===== src/rtl/block_config_bank.sv =====
// block_config_bank: multi-LUT configuration memory. It fills a shadow image from a
// valid/ready word stream and commits the whole image atomically to the active
// tables. Each LUT is read combinationally from the active table.
// Optional feature macro CFG_READBACK_EN: streams the active image back out on rb_data.
module block_config_bank #(
  parameter int unsigned ADDR_BITS = 4,
  parameter int unsigned NUM_LUTS  = 2,
  parameter int unsigned WORD_BITS = 8
) (
  input  logic                          cclk,
  input  logic                          crst_n,
  input  logic [NUM_LUTS*ADDR_BITS-1:0] addr,
  output logic [NUM_LUTS-1:0]           out,
  input  logic                          cen,
  input  logic [WORD_BITS-1:0]          cfg_data,
  input  logic                          cfg_valid,
  output logic                          cfg_ready,
  output logic                          cfg_busy,
  output logic                          cfg_done,
  output logic                          cfg_err
`ifdef CFG_READBACK_EN
  ,
  input  logic                          rb_req,
  output logic [WORD_BITS-1:0]          rb_data,
  output logic                          rb_valid
`endif
);

  localparam int unsigned MEM_SIZE   = 1 << ADDR_BITS;
  localparam int unsigned TOTAL_BITS = NUM_LUTS * MEM_SIZE;
  localparam int unsigned NWORDS     = TOTAL_BITS / WORD_BITS;
  localparam int unsigned CNT_W      = (NWORDS > 1) ? $clog2(NWORDS) : 1;
  localparam int unsigned LAST_WORD  = NWORDS - 1;

  // Reject configurations where the image does not split into whole words
  if ((TOTAL_BITS % WORD_BITS) != 0) begin : g_bad_word_bits
    $error("block_config_bank: NUM_LUTS*MEM_SIZE must be divisible by WORD_BITS");
  end

  typedef enum logic [2:0] {
    ST_IDLE     = 3'd0,
    ST_LOAD     = 3'd1,
    ST_COMMIT   = 3'd2,
    ST_HOLD     = 3'd3,
    ST_READBACK = 3'd4
  } state_t;

  state_t                  state_q, state_d;
  logic [CNT_W-1:0]        cnt_q;
  logic [TOTAL_BITS-1:0]   shadow_q;
  logic [TOTAL_BITS-1:0]   mem_q;
  logic                    err_q;

  logic                    accept;
  logic                    cnt_clr;
  logic                    cnt_inc;
  logic                    commit;
  logic                    err_d;

  // Ready only while loading, and dropped the moment the session enable goes away
  assign cfg_ready = (state_q == ST_LOAD) && cen;
  assign cfg_busy  = (state_q == ST_LOAD) || (state_q == ST_COMMIT);
  assign cfg_done  = (state_q == ST_COMMIT);
  assign cfg_err   = err_q;

`ifdef CFG_READBACK_EN
  assign rb_valid = (state_q == ST_READBACK);
  assign rb_data  = mem_q[int'(cnt_q)*WORD_BITS +: WORD_BITS];
`endif

  // Next-state and per-cycle control decode
  always_comb begin
    state_d = state_q;
    accept  = 1'b0;
    cnt_clr = 1'b0;
    cnt_inc = 1'b0;
    commit  = 1'b0;
    err_d   = 1'b0;
    case (state_q)
      ST_IDLE: begin
        cnt_clr = 1'b1;
        if (cen) begin
          state_d = ST_LOAD;
        end
`ifdef CFG_READBACK_EN
        else if (rb_req) begin
          state_d = ST_READBACK;
        end
`endif
      end
      ST_LOAD: begin
        if (!cen) begin
          // Abort: drop the partial image, active tables untouched
          state_d = ST_IDLE;
          cnt_clr = 1'b1;
          err_d   = 1'b1;
        end else if (cfg_valid) begin
          accept = 1'b1;
          if (cnt_q == CNT_W'(LAST_WORD)) begin
            state_d = ST_COMMIT;
            cnt_clr = 1'b1;
          end else begin
            cnt_inc = 1'b1;
          end
        end
      end
      ST_COMMIT: begin
        commit  = 1'b1;
        state_d = ST_HOLD;
      end
      ST_HOLD: begin
        if (!cen) begin
          state_d = ST_IDLE;
        end
      end
`ifdef CFG_READBACK_EN
      ST_READBACK: begin
        if (cnt_q == CNT_W'(LAST_WORD)) begin
          state_d = ST_IDLE;
          cnt_clr = 1'b1;
        end else begin
          cnt_inc = 1'b1;
        end
      end
`endif
      default: begin
        state_d = ST_IDLE;
      end
    endcase
  end

  // State, word counter and abort pulse
  always_ff @(posedge cclk or negedge crst_n) begin
    if (!crst_n) begin
      state_q <= ST_IDLE;
      cnt_q   <= '0;
      err_q   <= 1'b0;
    end else begin
      state_q <= state_d;
      err_q   <= err_d;
      if (cnt_clr) begin
        cnt_q <= '0;
      end else if (cnt_inc) begin
        cnt_q <= cnt_q + CNT_W'(1);
      end
    end
  end

  // Shadow image: accepted word k lands at word slot k
  always_ff @(posedge cclk or negedge crst_n) begin
    if (!crst_n) begin
      shadow_q <= '0;
    end else if (accept) begin
      shadow_q[int'(cnt_q)*WORD_BITS +: WORD_BITS] <= cfg_data;
    end
  end

  // Active tables: replaced in one step from the complete shadow image
  always_ff @(posedge cclk or negedge crst_n) begin
    if (!crst_n) begin
      mem_q <= '0;
    end else if (commit) begin
      mem_q <= shadow_q;
    end
  end

  // Combinational per-LUT lookup from the active table
  for (genvar i = 0; i < NUM_LUTS; i++) begin : g_lut
    logic [MEM_SIZE-1:0] lut_bits;
    assign lut_bits = mem_q[i*MEM_SIZE +: MEM_SIZE];
    assign out[i]   = lut_bits[addr[i*ADDR_BITS +: ADDR_BITS]];
  end

endmodule

===== config.mk =====
export PLATFORM = sky130hd
export DESIGN_NAME = block_config_bank
export DESIGN_NICKNAME = d
export VERILOG_FILES = /design/src/rtl/block_config_bank.sv
export SDC_FILE = /design/constraint.sdc
export NUM_CORES = 1
export LEC_CHECK = 0
export BUFFER_PORTS_ARGS = -buffer_cell sky130_fd_sc_hd__buf_2
export CORE_MARGIN = 2
export CORE_UTILIZATION = 40
export CTS_BUF_LIST = sky130_fd_sc_hd__clkbuf_4 sky130_fd_sc_hd__clkbuf_8
export DETAILED_ROUTE_END_ITERATION = 6
export MAX_ROUTING_LAYER = met4
export SYNTH_ARGS = -nofsm -noshare
export SYNTH_HDL_FRONTEND = slang
export SYNTH_SLANG_ARGS = --single-unit

===== constraint.sdc =====
create_clock -name cclk -period 4.9 [get_ports cclk]
set_input_delay 0.245 -clock cclk [delete_from_list [all_inputs] [get_ports cclk]]
set_output_delay 0.245 -clock cclk [all_outputs]
set_load 0.02 [all_outputs]

==> results.sh <==
export IMPL_die_height_um=93.9
export IMPL_syn_area_um2=3230
export IMPL_synthTopCellsByCount="dfrtp_1 (69), nand2_1 (43), mux2_2 (32)"
export IMPL_finalSetupViolations=0
export IMPL_syn_to_final_growth_pct=11.2
export IMPL_ys_seq_area_frac=0.534
export IMPL_via_per_inst=5.21
export IMPL_yosysWarnings=0
export IMPL_grt_pass1_vias=2012
export IMPL_end_kind="output port"
export IMPL_async_flop_share=1.00
export IMPL_drv_cap=0
export IMPL_synth_seq_cells=69
export IMPL_synth_top_area_cell="dfrtp_1"
export IMPL_powerDensity_nw_per_um2=424
export IMPL_fill_cells=756
export IMPL_p_sw_frac=0.324
export IMPL_finalCriticalPeriod_ns=2.51
export IMPL_vdd_drop_max_mv=0.254
export IMPL_crit_path_start="state_q[0]"
export IMPL_slew_headroom=0.412
export IMPL_synth_edf_count=0
export IMPL_critical_path_required_ns=4.66
export IMPL_cts_tree="yes"
export IMPL_initial_core_util=0.416
export IMPL_critPathKind="register to output port"
export IMPL_overflow=0
export IMPL_final_nets=307
export IMPL_wl_per_cell_um=15.9
export IMPL_maxSlewViolCount=0
export IMPL_drt_iter0_drc=108
export IMPL_antenna_found_initial=0
export IMPL_cp_arrival_ns=2.27
export IMPL_post_synth_top_count_cell="dfrtp_1"
export IMPL_netlist_instances=251
export IMPL_seqPwrFrac=0.473
export IMPL_postCtsResizedCells=0
export IMPL_post_route_period_util=0.513
export IMPL_dp_cells=368
export IMPL_cts_setup_buffers=0
export IMPL_firstDrtPassIters=4
export IMPL_highest_layer="met4"
export IMPL_drive_gt1_frac=0.272
export IMPL_place_hpwl_mm=4.18
export IMPL_drcViolationCount=0
export IMPL_synthTopCellsByArea="dfrtp_1 (53%), mux2_2 (11%), mux4_1 (6.5%)"
export IMPL_clk_pin_slew_ns=0.07
export IMPL_pwr_share_comb=0.270
export IMPL_worst_pin_slew_ns=0.882
export IMPL_cts_hold_buffers_added=0
export IMPL_core_area_um2=7770
export IMPL_port_buffers=25
export IMPL_met3WireLength_um=170
export IMPL_cts_buffer_depth=2
export IMPL_clock_fmax_mhz=398
export IMPL_ios=26
export IMPL_cts_max_level=3
export IMPL_antenna_cells=0
export IMPL_wl_met2_mm=2.79
export IMPL_final_cells=381
export IMPL_grt_total_usage=0.158
export IMPL_synth_nets=281
export IMPL_ys_flop_type="dfrtp_1"
export IMPL_yosysTopAreaCellShare=0.534
export IMPL_finalClockSkew_ns=0.00924
export IMPL_vias=1986
export IMPL_wl_mm=6.06
export IMPL_status="finished clean"
export IMPL_cts_made_buffers=9
export IMPL_start_kind="register"
export IMPL_ys_types=25
export IMPL_rows=32
export IMPL_clock_power_share=0.257
export IMPL_gp_congestion=0.739
export IMPL_hold_violations=0
export IMPL_die_area_um2=8810
export IMPL_routedLengthMet1_mm=3.00
export IMPL_r2r_start="state_q[0]"
export IMPL_tns_ns=0
export IMPL_internal_power_mw=1.03
export IMPL_final_antenna_net_count=0
export IMPL_grt_pass1_wl_mm=10.3
export IMPL_fin_util=0.462
export IMPL_die_w_um=93.9
export IMPL_rsz0062_at_grt="no"
export IMPL_avgSynthCellArea_um2=12.9
export IMPL_crit_fanout=18
export IMPL_total_leakage_power_nw=1.73
export IMPL_grt_max_degree=70
export IMPL_clock_latency_ns=0.34
export IMPL_hold_class="input pin to async pin"
export IMPL_clkSinkCount=69
export IMPL_power_switching_mw=0.494
export IMPL_cts_root_buf="clkbuf_8"
## power by group through the flow
stage | clock (mW) | sequential (mW) | combinational, mW
after floorplan | 0 | 0.713 | 0.317
after global placement | 0 | 0.727 | 0.408
after detailed placement | 0 | 0.730 | 0.415
after CTS | 0.404 | 0.721 | 0.416
after global routing | 0.428 | 0.734 | 0.460
final | 0.392 | 0.720 | 0.411
## worst paths after layout
path	endpoint	slack, ns	cells after the start
max in group asynchronous	cfg_err	4.22	2
worst max-delay path	cfg_done	2.39	4
worst min register to register	shadow_q[16]	0.48	2
worst min-delay path	mem_q[25]	0.08	2
worst max register to register	mem_q[16]	2.71	4
min in group cclk	shadow_q[6]	0.16	3
## stage by stage
| stage | worst slack [ns] | instance area (um^2) | hold WS [ns] | power (mW) |
|---|---|---|---|---|
| after floorplan | 3.20 | 3230 | -0.0506 | 1.03 |
| after global placement | 2.78 | 3430 | 0.462 | 1.14 |
| after detailed placement | 2.72 | 3430 | 0.471 | 1.15 |
| after CTS | 2.37 | 3590 | 0.141 | 1.54 |
| after global routing | 2.24 | 3590 | 0.171 | 1.62 |
| final | 2.39 | 3590 | 0.0762 | 1.52 |
## sequential cells by signal, indices dropped and copies added, names as in the netlist
register and count:
state_q 2, mem_q 32, cfg_err 1, cnt_q 2, shadow_q 32
## cells in the final DEF (no fill, tap or decap)
cell and n:
and3b_1 1, mux4_1 8, nor3b_2 1, and2_1 1, nand4_4 3, o21ai_0 10
a21boi_0 1, o31ai_1 24, buf_2 25, dfrtp_1 69, inv_1 5, nand2_1 43
mux2i_1 9, nor2b_1 2, a211oi_1 1, clkbuf_8 10, nor4bb_1 1, nand2b_1 11
o21bai_1 2, nand4b_1 1, clkinvlp_4 1, mux2_2 32, nand4_1 1, ha_1 10
buf_4 2, clkinv_2 1, a21oi_1 3, clkbuf_4 1
## layout make-up
class | count | area, um^2 | share of cell area
multi-input combinational | 165 | 1420 | 0.395
tap | 102 | 128 | 0.0355
clock inverter | 2 | 12.5 | 0.00348
sequential | 69 | 1730 | 0.481
timing repair buffer | 27 | 140 | 0.0390
clock buffer | 11 | 145 | 0.0404
inverter | 5 | 18.8 | 0.00523
## worst max-delay path: stages (launching register included)
cell     delay, ns
dfrtp_1       0.43
inv_1         0.12
ha_1          0.75
buf_4         0.40
buf_2         0.22
## logic make-up (layout without fill, tap and decap cells)
group                    Yosys count  after routing  synth area share
multiplexers                      49             49             0.204
buffers and inverters             17             45            0.0259
adder cells (fa/ha/maj)           10             10            0.0387
flip-flops                        69             69             0.534
AO/OA/AOI/OAI                     41             41            0.0852
AND/OR/NAND/NOR                   65             65             0.111
## metal layers
layer  track usage  vias to the layer above
met4        0.0580                        0
met3        0.0385                       12
met1         0.219                      990
met5             -                        -
li1              -                      960
met2         0.227                       24
No activity file was read; power rests on OpenSTA's default activity.
